==> src/rtl/ctrl_pipe_pkg.sv <==
// Shared encodings and inter-stage control bundles for the E/M/W control pipe.
// Encodings mirror the shared decode header so both ends agree on field values.
package ctrl_pipe_pkg;

  localparam int TNEW_W = 2;

  localparam logic [1:0] A3_RD = 2'b00;
  localparam logic [1:0] A3_RT = 2'b01;
  localparam logic [1:0] A3_1F = 2'b10;

  localparam logic [1:0] WD_ALU = 2'b00;
  localparam logic [1:0] WD_DM  = 2'b01;
  localparam logic [1:0] WD_PC4 = 2'b10;

  localparam logic [2:0] ALU_ADD = 3'd0;
  localparam logic [2:0] ALU_SUB = 3'd1;
  localparam logic [2:0] ALU_OR  = 3'd2;
  localparam logic [2:0] ALU_LUI = 3'd3;

  typedef logic [TNEW_W-1:0] tnew_t;

  typedef struct packed {
    logic [2:0]  aluctr;
    logic        alube;
    logic [1:0]  rfwd;
    logic        regwr;
    logic        memwr;
    logic [4:0]  a3;
    tnew_t       tnew;
    logic [31:0] pc8;
  } e_t;

  typedef struct packed {
    logic [1:0]  rfwd;
    logic        regwr;
    logic        memwr;
    logic [4:0]  a3;
    tnew_t       tnew;
    logic [31:0] pc8;
  } m_t;

  typedef struct packed {
    logic [1:0]  rfwd;
    logic        regwr;
    logic [4:0]  a3;
    logic [31:0] pc8;
  } w_t;

  // Non-writers report $0 so forwarding can never match them.
  function automatic logic [4:0] a3_dec(
    input logic [1:0] sel,
    input logic [4:0] rt,
    input logic [4:0] rd,
    input logic       regwr
  );
    logic [4:0] a3;
    a3 = rd;
    unique case (1'b1)
      (sel == A3_RT): a3 = rt;
      (sel == A3_1F): a3 = 5'd31;
      default:        a3 = rd;
    endcase
    return regwr ? a3 : 5'd0;
  endfunction

  function automatic tnew_t tnew_dec(
    input logic [1:0] rfwd,
    input logic       regwr,
    input tnew_t      t_alu,
    input tnew_t      t_load,
    input tnew_t      t_link
  );
    tnew_t t;
    t = t_alu;
    unique case (1'b1)
      (rfwd == WD_DM):  t = t_load;
      (rfwd == WD_PC4): t = t_link;
      default:          t = t_alu;
    endcase
    return regwr ? t : '0;
  endfunction

endpackage

==> src/rtl/ctrl_pipe_stage_reg.sv <==
// Generic pipeline register slice with synchronous clear, bubble and enable.
// Bubble loads an all-zero bundle, which is a NOP in every stage.
module ctrl_stage_reg #(
  parameter int W = 8
) (
  input  logic         clk,
  input  logic         reset,
  input  logic         en,
  input  logic         bubble,
  input  logic [W-1:0] d,
  output logic [W-1:0] q
);

  always_ff @(posedge clk) begin
    if (reset)
      q <= '0;
    else if (bubble)
      q <= '0;
    else if (en)
      q <= d;
  end

endmodule

==> src/rtl/ctrl_pipe.sv <==
// Control pipe: latches decoded control into E/M/W and tracks A3/Tnew per stage.
// Stall only bubbles E; M and W always advance.
module ctrl_pipe
  import ctrl_pipe_pkg::*;
#(
  parameter logic [1:0] TNEW_ALU  = 2'd1,
  parameter logic [1:0] TNEW_LOAD = 2'd2,
  parameter logic [1:0] TNEW_LINK = 2'd0
) (
  input  logic        clk,
  input  logic        reset,
  input  logic        stall,
  input  logic [31:0] instr_D,
  input  logic [31:0] pc_D,
  input  logic [1:0]  A3_sel,
  input  logic [2:0]  ALUctr_D,
  input  logic        ALUBE_sel_D,
  input  logic [1:0]  RFWDW_sel_D,
  input  logic        RegWr_D,
  input  logic        MemWr_D,
  output logic [2:0]  ALUctr_E,
  output logic        ALUBE_sel_E,
  output logic [4:0]  A3_E,
  output logic [4:0]  A3_M,
  output logic [4:0]  A3_W,
  output logic [1:0]  Tnew_E,
  output logic [1:0]  Tnew_M,
  output logic        MemWr_M,
  output logic [1:0]  RFWDW_sel_M,
  output logic [1:0]  RFWDW_sel_W,
  output logic        RegWr_W,
  output logic [31:0] pc8_E,
  output logic [31:0] pc8_M,
  output logic [31:0] pc8_W
);

  e_t d_b;
  e_t e_q;
  m_t m_d;
  m_t m_q;
  w_t w_d;
  w_t w_q;

  logic unused_instr;
  assign unused_instr = ^{instr_D[31:21], instr_D[10:0]};

  always_comb begin
    d_b        = '0;
    d_b.aluctr = ALUctr_D;
    d_b.alube  = ALUBE_sel_D;
    d_b.rfwd   = RFWDW_sel_D;
    d_b.regwr  = RegWr_D;
    d_b.memwr  = MemWr_D;
    d_b.a3     = a3_dec(A3_sel, instr_D[20:16],
                        instr_D[15:11], RegWr_D);
    d_b.tnew   = tnew_dec(RFWDW_sel_D, RegWr_D,
                          TNEW_ALU, TNEW_LOAD, TNEW_LINK);
    d_b.pc8    = pc_D + 32'd8;
  end

  always_comb begin
    m_d       = '0;
    m_d.rfwd  = e_q.rfwd;
    m_d.regwr = e_q.regwr;
    m_d.memwr = e_q.memwr;
    m_d.a3    = e_q.a3;
    m_d.tnew  = (e_q.tnew == '0) ? '0 : e_q.tnew - 2'd1;
    m_d.pc8   = e_q.pc8;
  end

  always_comb begin
    w_d       = '0;
    w_d.rfwd  = m_q.rfwd;
    w_d.regwr = m_q.regwr;
    w_d.a3    = m_q.a3;
    w_d.pc8   = m_q.pc8;
  end

  ctrl_stage_reg #(.W($bits(e_t))) u_e (
    .clk    (clk),
    .reset  (reset),
    .en     (1'b1),
    .bubble (stall),
    .d      (d_b),
    .q      (e_q)
  );

  ctrl_stage_reg #(.W($bits(m_t))) u_m (
    .clk    (clk),
    .reset  (reset),
    .en     (1'b1),
    .bubble (1'b0),
    .d      (m_d),
    .q      (m_q)
  );

  ctrl_stage_reg #(.W($bits(w_t))) u_w (
    .clk    (clk),
    .reset  (reset),
    .en     (1'b1),
    .bubble (1'b0),
    .d      (w_d),
    .q      (w_q)
  );

  assign ALUctr_E    = e_q.aluctr;
  assign ALUBE_sel_E = e_q.alube;
  assign A3_E        = e_q.a3;
  assign Tnew_E      = e_q.tnew;
  assign pc8_E       = e_q.pc8;
  assign A3_M        = m_q.a3;
  assign Tnew_M      = m_q.tnew;
  assign MemWr_M     = m_q.memwr;
  assign RFWDW_sel_M = m_q.rfwd;
  assign pc8_M       = m_q.pc8;
  assign A3_W        = w_q.a3;
  assign RFWDW_sel_W = w_q.rfwd;
  assign RegWr_W     = w_q.regwr;
  assign pc8_W       = w_q.pc8;

endmodule
==> config.mk <==
export PLATFORM = sky130hd
export DESIGN_NAME = ctrl_pipe
export DESIGN_NICKNAME = d
export VERILOG_FILES = /design/src/rtl/ctrl_pipe_pkg.sv /design/src/rtl/ctrl_pipe_stage_reg.sv /design/src/rtl/ctrl_pipe.sv
export SDC_FILE = /design/constraint.sdc
export NUM_CORES = 1
export LEC_CHECK = 0
export ABC_AREA = 1
export BUFFER_PORTS_ARGS = -buffer_cell sky130_fd_sc_hd__buf_2
export CAP_MARGIN = 5
export CELL_PAD_IN_SITES_DETAIL_PLACEMENT = 1
export CELL_PAD_IN_SITES_GLOBAL_PLACEMENT = 2
export CORE_ASPECT_RATIO = 1.1
export CORE_MARGIN = 3
export CORE_UTILIZATION = 26
export DETAILED_ROUTE_END_ITERATION = 6
export HOLD_SLACK_MARGIN = 0.02
export PLACE_DENSITY = 0.76
export SETUP_SLACK_MARGIN = 0.5
export SYNTH_ARGS = -nofsm -noshare
export SYNTH_HDL_FRONTEND = slang
export SYNTH_SLANG_ARGS = --single-unit
==> constraint.sdc <==
create_clock -name clk -period 1.3 [get_ports clk]
set_input_delay 0.26 -clock clk [delete_from_list [all_inputs] [get_ports clk]]
set_output_delay 0.26 -clock clk [all_outputs]
set_load 0.1 [all_outputs]
==> key figures, run 1 <==
Setup path
  – Kind of cell adding the most delay to the critical path: flip-flops
  – Largest stage delay on the critical path: 390 ps
  – Required time of the worst setup path: 1040 ps
  – Worst R2R End: u_m.q[33]
  – FF-to-FF setup slack: 400 ps
  – Startpoint Class: flip-flop
  – Worst Path Arrival: 990 ps
  – Worst-path cell chain: buf_12
  – Crit Path Max Fanout: 2
  – Reg2reg start: u_e.q[32]
  – Worst Setup Path Type: flip-flop to primary output
  – Worst setup EP type: primary output
  – Crit path buffers/inverters: 1
  – Crit path max-delay cell type: dfxtp_4
  – Reg2reg path depth: 4

Global routing
  – Largest net degree at the start of global routing: 84
  – Wire length of the first global-routing pass: between 20000 and 25000 um
  – Vias in the first global route: ~4200
  – Total track usage: 14.57%
  – Initial antenna violation count: 0
  – Grt total ovfl: 0

Synth
  – Asr flop ratio synth: 0%
  – Number of synthesized flops with an enable pin: 0
  – Warnings from Yosys: 0
  – Syn_nets: between 700 and 800
  – Share of the synthesized area in the top cell type: about half
  – Ranking of synthesized cells by area: dfxtp_1, buf_4, nor2_1
  – Predominant post-synthesis flop cell: dfxtp_1
  – Area leader, netlist: dfxtp_1
  – Cell variety after synth: 22
  – Synth Instances: 633
  – Area of the mapped netlist: 0.005014 mm2
  – Sequential-to-total area share from yosys stat: 51.91%
  – Synthesized area per cell: approximately 7.9 um2
  – Count leader, synth: nor2_1
  – Synth top cells by count: nor2_1, dfxtp_1, inv_1, buf_4, nand2_1
  – #FFs+latches synth: 130

Power
  – Leak pwr: 3.834 nW
  – Total power: 10.90 mW
  – Cell area power density: 1197 mW/mm2
  – VDD IR max: between 800 and 900 uV

Routing
  – Remaining DRCs: 0
  – Final WL: 15340 um
  – Vias per cell: 3.953
  – Via Count: 4095
  – Routed length per instance: 14.80 um
  – ANT nets after route: 0
  – Initial DRC Count: 101
  – Initial DRT Pass Iterations: 4

Clocking
  – CTS Hold Buffers Added: 0
  – H-Tree Depth: 4
  – CTS max path bufs: 2
  – # clock sinks: 130
  – TritonCTS buffer count: 17
  – TritonCTS clock tree: yes
  – Root buf cell: clkbuf_16
  – Worst-skew pair later-pin latency: 420 ps
  – Clk slew on worst S/H paths: around 60 ps

Floorplanning
  – Num ports: 202
  – Initial core utilization: 26.85%
  – Die Ht: between 150 and 200 um
  – Die W: between 100 and 150 um
  – CORE AREA: 0.01867 mm2
  – # rows: 52
  – Die area: 0.02099 mm2

STA
  – Slew headroom: 73.52%
  – Endpoints failing setup: 0
  – Setup TNS: 0 ps
  – Final hold vios: 0
  – Tcrit/Tclk final: 95.88%
  – Layout Skew: 8.514 ps
  – Final hold slack: 40.59 ps
  – RSZ-0062 raised after global routing: true
  – Tmin final: 1246 ps
  – Final slew viol count: 0
  – Worst slew pin tran: 397.3 ps
  – Fmax: between 0.8 and 0.9 GHz
  – Setup WS post-layout: 53.54 ps

Final layout
  – Fraction of layout cells with a size suffix above 1: 57.76%
  – Finished Core Util: 48.74%
  – Fillers: 1957
  – Fin cells: 1036
  – Synthesis-to-finish area growth: 81.53%
  – Fin area: ~0.0091 mm2
  – Ant diodes: 0
  – Final Net Count: 862

Hold path
  – Hold Startpoint: pc_D[1]
  – HP Class: input port to flip-flop
  – Hold Crit Depth: 3
  – Hold Path End: u_e.q[1]

Place
  – IO buf count: 179
  – Dpl cells: 976
  – Routability cong.: 0.7670
  – DP Worst Slack: -105.1 ps
  – HPWL Detailed: 11770 um
  – Area after DPL: 0.007850 mm2

Outcome
  – Outcome: finished, final reports clean

Run
  – Max-cap viol count: 0
[layout by cell type (no fill, tap or decap), drive strengths merged]
cell and count:
buf 222, o21a 2, a21oi 15, nand3 11, bufinv 2, nor2 164
nand2 77, clkinvlp 2, o21ai 3, a221oi 5, clkbuf 20, clkinv 3
nand3b 1, xor2 2, ha 5, and2 3, and3 1, dfxtp 130
nor3 2, inv 123
[what timing repair did]
item                       in CTS  in global routing
resized for setup             131                 54
setup endpoints to repair     168                154
pin swaps                      18                 24
setup buffers                  12                 16
[logic make-up (layout without fill, tap and decap cells)]
group	count (synthesis)	count (layout)	synth area share, %
simple gates	259	259	21.19
buf+inv	212	372	22.34
flops	130	130	51.91
compound gates	25	25	2.970
fa+ha+maj	5	5	1.248
xor+xnor	2	2	0.3495
[registers in the layout, indices dropped and copies added (netlist names)]
register and flops:
u_e.q 47, u_m.q 43, u_w.q 40
[final cells by class]
class,instances,area [um2],share of cell area (%)
Inverter,117,454.2,4.990
Clock buffer,19,454.2,4.990
Clock inverter,13,147.6,1.622
Timing Repair Buffer,223,3173,34.86
Tap cell,243,304.0,3.341
Sequential cell,130,2899,31.85
Multi-Input combinational cell,291,1669,18.34
[metal layers]
metal  GRT usage, %  part of all wire [%]  up-vias  wire, um
met5              0                     0        -         0
met4          5.237                   1.5        0       225
met3          4.488                   4.9       16       757
met2          27.71                    56       99      8636
met1          15.20                    37     1915      5716
li1               -                     -     2065         -
[worst max path at each step]
stage / cells after the start / to / slack, ps / from
3_3_place_gp: 4 / u_e.q[35] / -60 / reset
5_1_grt: 1 / pc8_E[14] / 30 / u_e.q[14]
6_report: 1 / pc8_E[14] / 50 / u_e.q[14]
3_5_place_dp: 4 / u_e.q[38] / -110 / stall
4_1_cts: 1 / pc8_E[14] / 30 / u_e.q[14]
2_1_floorplan: 8 / u_e.q[27] / 230 / pc_D[3]
[power by group]
part / total, mW / switching (mW) / internal, mW
Clock: 4.88 / 1.90 / 2.97
Sequential: 4.14 / 0.116 / 4.03
Combinational: 1.87 / 1.21 / 0.665
Total: 10.9 / 3.23 / 7.67
No activity file was read; power rests on OpenSTA's default activity.
==> run 2: changes to the inputs <==
--- a/config.mk
+++ b/config.mk
@@ -6,16 +6,16 @@
 export NUM_CORES = 1
 export LEC_CHECK = 0
 export ABC_AREA = 1
-export BUFFER_PORTS_ARGS = -buffer_cell sky130_fd_sc_hd__buf_2
 export CAP_MARGIN = 5
 export CELL_PAD_IN_SITES_DETAIL_PLACEMENT = 1
 export CELL_PAD_IN_SITES_GLOBAL_PLACEMENT = 2
 export CORE_ASPECT_RATIO = 1.1
 export CORE_MARGIN = 3
-export CORE_UTILIZATION = 26
+export CORE_UTILIZATION = 34
 export DETAILED_ROUTE_END_ITERATION = 6
+export DONT_BUFFER_PORTS = 1
 export HOLD_SLACK_MARGIN = 0.02
-export PLACE_DENSITY = 0.76
+export PLACE_DENSITY_LB_ADDON = 0.1
 export SETUP_SLACK_MARGIN = 0.5
 export SYNTH_ARGS = -nofsm -noshare
 export SYNTH_HDL_FRONTEND = slang
==> key figures, run 2 (synthesized netlist as in run 1, its figures left out) <==
Outcome
  – Outcome: finished with violations
  – Failing checks: hold timing

Final layout
  – Fraction of layout cells with a size suffix above 1: 44.14% (-14 points)
  – Largest regs: u_e.q x47, u_m.q x43, u_w.q x40
  – Most common cell after layout, fill and taps aside: nor2_1
  – Synthesis-to-finish area growth: 56.35%
  – Register cell area after layout: 0.002867 mm2 (-1.1%)
  – Finished Core Util: 55.47% (+6.7 points)
  – Most frequent cells in the layout: nor2_1, inv_1, buf_12
  – Fillers: 1553 (-21%)
  – Multi-input logic area: 0.001550 mm2 (-7.1%)
  – Final Net Count: 769 (-11%)
  – Max reg flops: 47 (unchanged)
  – Most flops, register: u_e.q
  – Ant diodes: 0 (unchanged)

Floorplanning
  – CORE AREA: 0.01413 mm2 (-24%)
  – # rows: 45 (-13%)
  – Die W: 121.8 um (-12%)
  – Initial core utilization: 35.48% (+8.6 points)
  – Num ports: 202 (unchanged)
  – Die area: 0.01624 mm2 (-23%)
  – Die Ht: 133.4 um (-12%)

Hold path
  – HP Class: input port to flip-flop

Routing
  – Initial DRT Pass Iterations: 6 (+2)
  – Final WL: 14560 um (-5.0%)
  – ANT nets after route: 0 (unchanged)
  – Remaining DRCs: 0 (unchanged)
  – Initial DRC Count: 125 (+24%)
  – Via Count: 3808 (-7.0%)
  – Vias per cell: 4.288 (+8.5%)
  – Routed length per instance: 16.40 um (+11%)

Setup path
  – Setup crit end: pc8_M[20]
  – Worst Setup Path Type: flip-flop to primary output
  – Kind of cell adding the most delay to the critical path: flip-flops
  – Critical Path Start: u_m.q[20]
  – Crit. path cell count: 1 (unchanged)
  – FF-to-FF setup slack: 510 ps (+110 ps)
  – Largest stage delay on the critical path: 360 ps (-30 ps)
  – Worst setup EP type: primary output
  – Required time of the worst setup path: 1040 ps (about the same)
  – Worst Path Arrival: 950 ps (-40 ps)
  – Reg2reg path depth: 3 (-1)
  – Worst-path cell chain: buf_12
  – Crit Path Max Fanout: 2 (unchanged)
  – Reg2reg start: u_e.q[32]
  – Crit path buffers/inverters: 1 (unchanged)
  – Crit path max-delay cell type: dfxtp_2
  – Startpoint Class: flip-flop
  – Worst R2R End: u_m.q[33]

Place
  – Routability cong.: 0.7965 (+3.8%)
  – HPWL Detailed: 9127 um (-22%)
  – IO buf count: 0 (-100%)

STA
  – Final hold vios: 83 (+83)
  – Tcrit/Tclk final: 93.28% (-2.6 points)
  – RSZ-0062 raised after global routing: true
  – Fmax: 0.8247 GHz (+2.8%)
  – Final slew viol count: 0 (unchanged)
  – Tmin final: 1213 ps (-33.85 ps)
  – Worst slew pin tran: 335.6 ps (-61.63 ps)
  – Setup TNS: 0 ps (unchanged)
  – Layout Skew: 11.02 ps (+2.508 ps)
  – Endpoints failing setup: 0 (unchanged)
  – Final hold slack: -86.20 ps (-126.8 ps)
  – Slew headroom: 77.60% (+4.1 points)

Global routing
  – Vias in the first global route: 4087 (-3.1%)
  – Initial antenna violation count: 0 (unchanged)
  – Grt total ovfl: 0 (unchanged)
  – Wire length of the first global-routing pass: 22110 um (-5.1%)
  – Total track usage: 18.02% (+3.5 points)
  – Largest net degree at the start of global routing: 85 (+1.2%)

Clocking
  – Root buf cell: clkbuf_16
  – Clk slew on worst S/H paths: 60 ps (about the same)
  – # clock sinks: 130 (unchanged)
  – TritonCTS clock tree: yes
  – TritonCTS buffer count: 17 (unchanged)
  – CTS max path bufs: 2 (unchanged)
  – H-Tree Depth: 4 (unchanged)
  – Worst-skew pair later-pin latency: 410 ps (about the same)

Power
  – Leak pwr: 3.241 nW (-15%)
  – Cell area power density: 1338 mW/mm2 (+12%)
  – VDD IR max: 811.1 uV (+0.73%)

Run
  – Max-cap viol count: 0 (unchanged)
-- run 2: layer usage --
metal	GRT usage [%]	wire [um]
met5	0	0
met4	6.912	303
met3	7.686	1258
met2	31.91	7702
met1	18.74	5296
-- run 2: worst min-delay path by stage --
stage	startpoint	to	slack [ps]	depth (start not counted)
floorplan	pc_D[3]	u_e.q[3]	330	1
global placement	reset	u_w.q[4]	330	1
detailed placement	reset	u_m.q[39]	330	1
CTS	reset	u_m.q[3]	-110	1
global route	reset	u_m.q[1]	-120	1
finish	reset	u_w.q[39]	-90	1
-- run 2: layout make-up --
| class | count | share of cell area [%] |
|---|---|---|
| flip-flops and latches | 130 | 36.57 |
| well taps | 188 | 3.001 |
| inverters | 117 | 5.730 |
| repair buffers | 130 | 27.33 |
| clock buffers | 20 | 5.954 |
| multi-input cells | 291 | 19.78 |
| clock inverters | 12 | 1.644 |
-- run 2: power breakdown --
| part | switching (mW) | internal [mW] | total (mW) |
|---|---|---|---|
| logic | 0.939 | 0.540 | 1.48 |
| registers | 0.249 | 4.05 | 4.30 |
| clock network | 1.74 | 2.97 | 4.71 |
-- run 2: timing repair --
action / in CTS / in global routing
resized for setup: 309 / 29
pin swaps: 1 / 17
hold buffers: 40 / 3
gates cloned: 0 / 0
setup buffers: 0 / 4
hold endpoints to repair: 118 / 86
endpoints found under the setup margin: 187 / 147
-- run 2: metrics by stage --
| step | power (mW) | instance area (um2) | worst slack, ps | hold WS, ps | std cells |
|---|---|---|---|---|---|
| after floorplan | 5.439 | 5680 | 232.1 | 332.4 | 633 |
| after global placement | 5.450 | 5664 | 76.83 | 330.6 | 810 |
| after detailed placement | 5.465 | 5664 | 73.86 | 331.1 | 810 |
| after CTS | 10.55 | 7709 | 69.53 | -110.0 | 882 |
| after global routing | 10.90 | 7839 | 50.46 | -118.3 | 888 |
| final | 10.49 | 7839 | 87.39 | -86.20 | 888 |
